===== src/rtl/snake_input_conditioner_if.sv =====
// Button/event bundle between the raw push-buttons and the game controller.
// slave: conditioner side (buttons in, events out); master: driver side.
interface snake_input_conditioner_if;
    logic       btn_up_raw;
    logic       btn_down_raw;
    logic       btn_left_raw;
    logic       btn_right_raw;
    logic       sw_start_pause_raw;
    logic       sw_reset_raw;
    logic [1:0] direction_out;
    logic       direction_valid_out;
    logic       start_pause_event_out;
    logic       reset_event_out;

    modport master (
        output btn_up_raw,
        output btn_down_raw,
        output btn_left_raw,
        output btn_right_raw,
        output sw_start_pause_raw,
        output sw_reset_raw,
        input  direction_out,
        input  direction_valid_out,
        input  start_pause_event_out,
        input  reset_event_out
    );

    modport slave (
        input  btn_up_raw,
        input  btn_down_raw,
        input  btn_left_raw,
        input  btn_right_raw,
        input  sw_start_pause_raw,
        input  sw_reset_raw,
        output direction_out,
        output direction_valid_out,
        output start_pause_event_out,
        output reset_event_out
    );
endinterface


===== src/rtl/snake_input_conditioner.sv =====
// Synchronise, debounce and press-detect six buttons; emit direction strobe,
// start/pause and reset pulses. Ports: clk, reset_n (async low), bus (slave).
module snake_input_conditioner #(
    parameter int unsigned DEBOUNCE_CYCLES = 2_000_000,
    parameter int unsigned CNT_W           = 21
) (
    input  logic                     clk,
    input  logic                     reset_n,
    snake_input_conditioner_if.slave bus
);
    localparam int unsigned NCH = 6;
    localparam int unsigned CH_UP    = 0;
    localparam int unsigned CH_DOWN  = 1;
    localparam int unsigned CH_LEFT  = 2;
    localparam int unsigned CH_RIGHT = 3;
    localparam int unsigned CH_SP    = 4;
    localparam int unsigned CH_RST   = 5;

    localparam logic [CNT_W-1:0] CNT_LAST = CNT_W'(DEBOUNCE_CYCLES - 1);

    localparam logic [1:0] DIR_UP    = 2'b00;
    localparam logic [1:0] DIR_DOWN  = 2'b01;
    localparam logic [1:0] DIR_LEFT  = 2'b10;
    localparam logic [1:0] DIR_RIGHT = 2'b11;

    logic [NCH-1:0]   raw;
    logic [NCH-1:0]   s1_q;
    logic [NCH-1:0]   s2_q;
    logic [NCH-1:0]   st_q;
    logic [NCH-1:0]   st_d;
    logic [NCH-1:0]   prev_q;
    logic [NCH-1:0]   rise;
    logic [CNT_W-1:0] cnt_q [NCH];
    logic [CNT_W-1:0] cnt_d [NCH];

    logic [1:0] dir_q;
    logic [1:0] dir_d;
    logic       dir_vld_q;
    logic       dir_vld_d;
    logic       sp_evt_q;
    logic       rst_evt_q;

    assign raw = {
        bus.sw_reset_raw,
        bus.sw_start_pause_raw,
        bus.btn_right_raw,
        bus.btn_left_raw,
        bus.btn_down_raw,
        bus.btn_up_raw
    };

    // Two-flop synchroniser per channel.
    always_ff @(posedge clk or negedge reset_n) begin
        if (!reset_n) begin
            s1_q <= '0;
            s2_q <= '0;
        end else begin
            s1_q <= raw;
            s2_q <= s1_q;
        end
    end

    // Counter runs only while the synchronised level disagrees with the
    // accepted level; any agreement (bounce back) clears it.
    always_comb begin
        st_d = st_q;
        for (int i = 0; i < NCH; i++) begin
            cnt_d[i] = '0;
            if (s2_q[i] != st_q[i]) begin
                if (cnt_q[i] == CNT_LAST) begin
                    st_d[i] = s2_q[i];
                end else begin
                    cnt_d[i] = cnt_q[i] + CNT_W'(1);
                end
            end
        end
    end

    always_ff @(posedge clk or negedge reset_n) begin
        if (!reset_n) begin
            st_q <= '0;
            for (int i = 0; i < NCH; i++) begin
                cnt_q[i] <= '0;
            end
        end else begin
            st_q <= st_d;
            for (int i = 0; i < NCH; i++) begin
                cnt_q[i] <= cnt_d[i];
            end
        end
    end

    // Press edge detector on the accepted level.
    always_ff @(posedge clk or negedge reset_n) begin
        if (!reset_n) begin
            prev_q <= '0;
        end else begin
            prev_q <= st_q;
        end
    end

    assign rise = st_q & ~prev_q;

    // Lower channel index wins when several directions press together.
    always_comb begin
        dir_d     = dir_q;
        dir_vld_d = 1'b0;
        priority case (1'b1)
            rise[CH_UP]: begin
                dir_d     = DIR_UP;
                dir_vld_d = 1'b1;
            end
            rise[CH_DOWN]: begin
                dir_d     = DIR_DOWN;
                dir_vld_d = 1'b1;
            end
            rise[CH_LEFT]: begin
                dir_d     = DIR_LEFT;
                dir_vld_d = 1'b1;
            end
            rise[CH_RIGHT]: begin
                dir_d     = DIR_RIGHT;
                dir_vld_d = 1'b1;
            end
            default: begin
                dir_d     = dir_q;
                dir_vld_d = 1'b0;
            end
        endcase
    end

    // Heading resets to right, the snake's initial direction.
    always_ff @(posedge clk or negedge reset_n) begin
        if (!reset_n) begin
            dir_q     <= DIR_RIGHT;
            dir_vld_q <= 1'b0;
            sp_evt_q  <= 1'b0;
            rst_evt_q <= 1'b0;
        end else begin
            dir_q     <= dir_d;
            dir_vld_q <= dir_vld_d;
            sp_evt_q  <= rise[CH_SP];
            rst_evt_q <= rise[CH_RST];
        end
    end

    assign bus.direction_out         = dir_q;
    assign bus.direction_valid_out   = dir_vld_q;
    assign bus.start_pause_event_out = sp_evt_q;
    assign bus.reset_event_out       = rst_evt_q;

endmodule


===== src/flat_wrapper.sv =====
// flat-port wrapper written by rule: the top's interface ports become plain ports
module snake_input_conditioner_flat 
#(
    parameter int unsigned DEBOUNCE_CYCLES = 2_000_000,
    parameter int unsigned CNT_W           = 21
)
  (clk, reset_n, bus_btn_up_raw, bus_btn_down_raw, bus_btn_left_raw, bus_btn_right_raw, bus_sw_start_pause_raw, bus_sw_reset_raw, bus_direction_out, bus_direction_valid_out, bus_start_pause_event_out, bus_reset_event_out);
  snake_input_conditioner_if bus_i ();
  input  logic clk;
  input  logic reset_n;
  input wire logic [$bits(bus_i.btn_up_raw)-1:0] bus_btn_up_raw;
  input wire logic [$bits(bus_i.btn_down_raw)-1:0] bus_btn_down_raw;
  input wire logic [$bits(bus_i.btn_left_raw)-1:0] bus_btn_left_raw;
  input wire logic [$bits(bus_i.btn_right_raw)-1:0] bus_btn_right_raw;
  input wire logic [$bits(bus_i.sw_start_pause_raw)-1:0] bus_sw_start_pause_raw;
  input wire logic [$bits(bus_i.sw_reset_raw)-1:0] bus_sw_reset_raw;
  output wire logic [$bits(bus_i.direction_out)-1:0] bus_direction_out;
  output wire logic [$bits(bus_i.direction_valid_out)-1:0] bus_direction_valid_out;
  output wire logic [$bits(bus_i.start_pause_event_out)-1:0] bus_start_pause_event_out;
  output wire logic [$bits(bus_i.reset_event_out)-1:0] bus_reset_event_out;
  assign bus_i.btn_up_raw = bus_btn_up_raw;
  assign bus_i.btn_down_raw = bus_btn_down_raw;
  assign bus_i.btn_left_raw = bus_btn_left_raw;
  assign bus_i.btn_right_raw = bus_btn_right_raw;
  assign bus_i.sw_start_pause_raw = bus_sw_start_pause_raw;
  assign bus_i.sw_reset_raw = bus_sw_reset_raw;
  assign bus_direction_out = bus_i.direction_out;
  assign bus_direction_valid_out = bus_i.direction_valid_out;
  assign bus_start_pause_event_out = bus_i.start_pause_event_out;
  assign bus_reset_event_out = bus_i.reset_event_out;
  snake_input_conditioner #(.DEBOUNCE_CYCLES(DEBOUNCE_CYCLES), .CNT_W(CNT_W)) u_core (.clk(clk), .reset_n(reset_n), .bus(bus_i));
endmodule

===== config.mk =====
export PLATFORM = sky130hd
export DESIGN_NAME = snake_input_conditioner_flat
export DESIGN_NICKNAME = d
export VERILOG_FILES = /design/src/rtl/snake_input_conditioner_if.sv /design/src/rtl/snake_input_conditioner.sv /design/src/flat_wrapper.sv
export SDC_FILE = /design/constraint.sdc
export NUM_CORES = 1
export LEC_CHECK = 0
export CAP_MARGIN = 30
export CORE_MARGIN = 2
export CORE_UTILIZATION = 30
export DETAILED_ROUTE_END_ITERATION = 12
export PLACE_DENSITY = 0.52
export SETUP_SLACK_MARGIN = 0.02
export SLEW_MARGIN = 25
export SYNTH_ARGS = -nofsm -noshare
export SYNTH_HDL_FRONTEND = slang
export SYNTH_SLANG_ARGS = --single-unit

===== constraint.sdc =====
create_clock -name clk -period 6 [get_ports clk]
set_input_delay 0.6 -clock clk [delete_from_list [all_inputs] [get_ports clk]]
set_output_delay 0.6 -clock clk [all_outputs]
set_load 0.005 [all_outputs]

==> results of run 1 <==
-- worst paths after layout --
path                                                    end  slack, ns  depth (start not counted)
worst max register to register             u_core.cnt_q[82]       3.72                          6
min in group clk                             u_core.s2_q[1]       0.35                          0
worst min-delay path                       u_core.cnt_q[57]       0.23                          1
max in group asynchronous       u_core.bus.direction_out[0]       4.52                          3
worst min register to register               u_core.s2_q[1]       0.35                          0
worst max-delay path                       u_core.cnt_q[82]       3.72                          6
-- Yosys cell counts, types with 2 or more instances --
cell      instances  area [µm²]
a21oi_1          35         175
a31o_2            2        17.5
and2_1            6        37.5
and3_1            3        18.8
and4_1           13         114
buf_2             2        10.0
clkbuf_1         16        60.1
dfrtp_1         153        3830
dfstp_2           2        52.6
ha_1              6        75.1
inv_1            26        97.6
mux2_2            6        67.6
nand2_1          43         161
nand3_1          37         185
nand3_2           2        20.0
nand4_1          39         244
nand4b_1          2        17.5
nor2_1          108         405
nor2b_1           5        31.3
nor3_1           15        75.1
nor4_1           27         169
nor4b_1           4        35.0
nor4bb_1          3        30.0
o21ai_0          15        75.1
o21bai_1          3        22.5
o31a_1            2        17.5
o31ai_1          17         128
or2_2             4        25.0
or3_1            16         100
or4_1            19         143
xnor2_1          54         473
xor2_1           31         272
-- sequential cells by signal, summed over array words and instances (netlist names) --
name and flops:
u_core.s1_q 6, u_core.s2_q 6, u_core.cnt_q 126, u_core.prev_q 6, u_core.st_q 6, u_core.bus.direction_valid_out 1, u_core.bus.direction_out 2, u_core.bus.start_pause_event_out 1
u_core.bus.reset_event_out 1
-- routing by layer --
layer	track usage (%)	routed length [µm]
met3	3.09	360
met5	0	0
met1	15.2	6960
met4	4.10	195
met2	18.3	6530
-- cells by family (layout without fill, tap and decap cells) --
family / Yosys count / in the layout / synth area share (%)
adders and majority gates: 6 / 6 / 1.03
xor gates and xnor gates: 85 / 85 / 10.2
DFF: 155 / 155 / 53.2
muxes: 7 / 7 / 1.06
AOI/OAI and AO/OA: 79 / 79 / 6.66
and+or+nand+nor: 351 / 351 / 25.5
buffers and inverters: 45 / 76 / 2.37
-- through the flow --
| step | setup slack [ns] | util, % | cell area [µm²] | power, mW | cells |
|---|---|---|---|---|---|
| 3_5_place_dp | 3.72 | 32.4 | 7800 | 1.16 | 1052 |
| 4_1_cts | 3.71 | 34.8 | 8400 | 2.26 | 1082 |
| 5_1_grt | 3.52 | 34.9 | 8420 | 2.32 | 1083 |
| 6_report | 3.72 | 34.9 | 8420 | 2.22 | 1083 |
| 3_3_place_gp | 3.78 | 32.4 | 7800 | 1.16 | 1052 |
| 2_1_floorplan | 4.01 | - | 7290 | 1.12 | 728 |
-- cell type report --
| class | count | area (µm²) |
|---|---|---|
| fillers | 2453 | 15700 |
| flip-flops and latches | 155 | 3880 |
| well taps | 324 | 405 |
| clock buffers | 24 | 512 |
| multi-input cells | 528 | 3240 |
| clock inverters | 6 | 85.1 |
| repair buffers | 20 | 194 |
| inverters | 26 | 97.6 |
-- worst max-delay path, cell delays in order (launching register included) --
cell     delay [ns]
dfrtp_1        0.41
ha_1           0.25
and4_1         0.31
nand3_1        0.15
o21ai_1        0.58
buf_4          0.31
o21ba_2        0.17
-- report_power, final --
group | total, mW | internal [mW] | switching (mW) | leakage, nW
Sequential | 1.07 | 1.06 | 0.0136 | 2.12
Combinational | 0.0648 | 0.0201 | 0.0446 | 0.823
Clock | 1.08 | 0.673 | 0.409 | 0.290
Total | 2.22 | 1.75 | 0.467 | 3.23
==> results.md, run 1 <==
* H-tree Lvls at 4
* Cell count after synthesis at 728
* P&R area growth vs syn at 15.4%
* Drt wl/cell at 13.0 µm
* Initial antenna violation count at 0
* Largest net degree at the start of global routing at 88
* Port Buf Inserts at 12
* Critical path type: reg2reg
* DR vias at 5202
* CTS resizes at 0
* Worst hold path type: in2async
* Slew HR at 41.4%
* Number of DRC markers in iteration 0 at 324
* Grt ovf at 0
* CTS Buffer Depth at 2
* Cell Rows at 57
* Final ANT Viol Nets at 0
* First-pass GRT wire length at 24400 µm
* Die Span X at 160 µm
* Final wirelength at 14000 µm
* Minimum clock period at 2.28 ns
* Antenna cells at 0
* CP Max Fanout at 12
* CTS tree: built
* Layout cells sized above 1 at 8.04%
* CTS Sinks at 155
* Commonest non-fill, non-tap cell in the layout: dfrtp_1
* Critical path origin: u_core.cnt_q[63]
* Drt first pass iters at 4
* Vias per cell at 4.80
* Hold Vio Cnt, Final at 0
* HPWL Detailed at 9090 µm
* Most frequent cells in the layout: 153 x dfrtp_1, 108 x nor2_1, 54 x xnor2_1, 43 x nand2_1, 39 x nand4_1
* Unrepaired setup endpoints after global routing: false
* Worst-skew pair later-pin latency at 0.42 ns
* Final max-slew violation count at 0
* Synth Register Bits at 155
* Max Clock Skew at 0.00868 ns
* CTS root buffer: clkbuf_16
* Die Area at 25600 µm²
* Remaining DRCs at 0
* Hold buffers post-CTS at 0
* Hold WS at 0.228 ns
* Synth Flop Type: dfrtp_1
* Power Dens Cells at 264 nW/µm²
* Die Height at 160 µm
* Post-synth cell types at 44
* Number of global-route vias before repair at 5051
* Post-Route Setup TNS at 0 ns
* Highest clock rate at 439 MHz
* Syn Area/Cell at 10.0 µm²
* Startpoint Class: flip-flop
* WP data arrival at 2.59 ns
* Slew @ Worst Pin at 0.869 ns
* Number of synthesized flops with an enable pin at 0
* Final setup fails at 0
* Mapped Area at 7290 µm²
* WP data required at 6.32 ns
* R2r startpoint: u_core.cnt_q[63]
* Status: completed
* Initial Utilization at 30.3%
* Gpl congestion at 0.763
* Max VDD drop at 0.000201 V
* Post-synthesis net count at 742
* Crit. End Element: flip-flop
* Synth warnings at 0
* Final critical-path share of the clock period at 37.9%
* Num CTS Buffers at 17
* Total track usage at 11.5%
* MaxCap Viol Count at 0
* Post-synth ARST share at 100%
* Leakage Power at 3.23 nW
* Nets@finish at 762
* Clock-pin slew on the worst setup and hold paths at 0.06 ns
* Boundary Pins at 13
* Core area at 24100 µm²
* Setup Buffers After CTS at 0
* Sequential area share after synthesis at 53.2%
Power figures use the tool's default switching activity.
==> inputs of run 2 (changes only) <==
Clock period 6 ns to 2.3 ns, I/O delays scaled along.
==> run 2 against run 1 <==
Effect of this change:
- critical path depth shrank 2
- count of clock-buffer cells in the layout fell by 7
- sequential cell count is the same
- combinational power increased to 2.7 times the previous value
- core utilization up 0.12 points
- sequential power grew to 2.6 times the previous value
- via count fell by 0.27%
- global-route usage down 0.12 points
- non-clock buffer count is 9 higher
- wire length is 2.1% lower
- fmax grew 14%
==> results.md, run 2 (synthesis results as in run 1) <==
* Die Area at 25600 µm²
* Startpoint Class: flip-flop
* CTS Buffer Depth at 2
* Worst path max stage delay at 0.67 ns
* Seq. cell area at 3880 µm²
* Antenna cells at 0
* CP dominant cell by count: or4_1
* HPWL Detailed at 9250 µm
* Crit. End Element: flip-flop
* Switch Pwr at 1.38 mW
* Die Span X at 160 µm
* Status: completed
* Drt wl/cell at 12.6 µm
* Most frequent cells in the layout: 153 x dfrtp_1, 108 x nor2_1, 54 x xnor2_1, 43 x nand2_1, 39 x nand4_1
* Hold Vio Cnt, Final at 0
* Internal at 4.24 mW
* Layout fillers at 2496
* P&R area growth vs syn at 15.8%
* CTS root buffer: clkbuf_16
* Nets@finish at 771
* CTS tree: built
* Vias per cell at 4.74
* Max reg flops at 126
* WP data required at 2.64 ns
* Largest net degree at the start of global routing at 55
* Highest clock rate at 499 MHz
* Unrepaired setup endpoints after global routing: false
* Remaining DRCs at 0
* Tot Pwr at 5.62 mW
* Worst-skew pair later-pin latency at 0.43 ns
* Port Buf Inserts at 12
* Layout cells sized above 1 at 9.35%
* Critical path type: reg2reg
* H-tree Lvls at 4
* Core area at 24100 µm²
* Initial antenna violation count at 0
* Final ANT Viol Nets at 0
* Clock-pin slew on the worst setup and hold paths at 0.08 ns
* Worst path slowest cell: or4_1
* Placed cell areas at 7880 µm²
* Power Dens Cells at 665 nW/µm²
* Critical-path cell list: nand3_2 > or4_1 > or4_1 > a21oi_1
* Worst hold path type: in2reg
* Non-Filler Instances at 1094
* Cell total after placement at 1061
* Cell Rows at 57
* Area of the multi-input gates at 3240 µm²
* Leakage Power at 3.25 nW
* DR vias at 5188
* Final core occ at 35.0%
* Fin area at 8450 µm²
* Final max-slew violation count at 0
* Comb pwr share at 3.1%
* CTS Sinks at 155
* Grt ovf at 0
* WP data arrival at 2.34 ns
* Slew @ Worst Pin at 0.679 ns
* Total track usage at 11.4%
* Boundary Pins at 13
* Largest reg by FF count: u_core.cnt_q
* Initial Utilization at 30.3%
* Post-Route Setup TNS at 0 ns
* Final wirelength at 13800 µm
* Final critical-path share of the clock period at 87.1%
* Die Height at 160 µm
* Sw Share at 24.6%
* Max Clock Skew at 0.0143 ns
* MaxCap Viol Count at 0
* R2R cell count at 4
* Clock power frac at 47.1%
* Max VDD drop at 0.000494 V
* CP Max Fanout at 7
* First-pass GRT wire length at 24200 µm
* Final setup fails at 0
* Gpl congestion at 0.752
* Commonest non-fill, non-tap cell in the layout: dfrtp_1
* Slew HR at 54.3%
* Drt first pass iters at 4
* Num CTS Buffers at 17
* Number of DRC markers in iteration 0 at 250
* Hold Path Cell Cnt at 1
* Minimum clock period at 2.00 ns
* Reg power frac at 49.8%
* Number of global-route vias before repair at 5127
run 2: path summary, 6_finish.rpt:
| kind | from | to | slack, ns |
|---|---|---|---|
| min reg2reg | u_core.s1_q[2] | u_core.s2_q[2] | 0.35 |
| min in group asynchronous | reset_n | u_core.cnt_q[56] | 0.31 |
| max | u_core.cnt_q[107] | u_core.cnt_q[124] | 0.30 |
| max in group asynchronous | reset_n | u_core.bus.direction_out[1] | 1.26 |
| min | bus_sw_reset_raw | u_core.s1_q[5] | 0.24 |
| max reg2reg | u_core.cnt_q[107] | u_core.cnt_q[124] | 0.30 |
run 2: critical path: cells and delay by family (launching register included):
| kind | cells | cell delay, ns |
|---|---|---|
| AO/OA/AOI/OAI | 1 | 0.16 |
| AND/OR/NAND/NOR | 3 | 1.32 |
| flip-flops | 1 | 0.45 |
run 2: repair_timing:
item / in CTS / in global routing
resized for setup: 0 / 0
endpoints found under the hold margin: 45 / 0
buffers inserted: 0 / 0
hold buffers: 1 / 0
run 2: layout make-up:
type	instances	area share (%)
clock buffers	17	5.04
clock inverters	15	1.56
inverters	26	1.16
multi-input cells	528	38.4
flip-flops and latches	155	46.0
well taps	324	4.80
repair buffers	29	3.13
run 2: through the flow:
step	setup WS [ns]	hold WS, ns
after global routing	0.215	0.229
after global placement	0.371	0.209
after CTS	0.307	0.220
final	0.296	0.241
after floorplan	0.309	-0.0656
after detailed placement	0.324	0.211
run 2: per-layer routing:
layer | share of wire [%] | global-route usage (%)
met1 | 51 | 15.2
met2 | 46 | 18.2
met3 | 2.0 | 2.86
met4 | 1.1 | 3.81
met5 | 0 | 0
run 2: power by group through the flow:
stage	clock network [mW]	registers, mW	logic, mW
after floorplan	0	2.84	0.0770
after global placement	0	2.85	0.184
after detailed placement	0	2.85	0.183
after CTS	2.75	2.80	0.186
after global routing	2.86	2.80	0.206
final	2.65	2.80	0.176
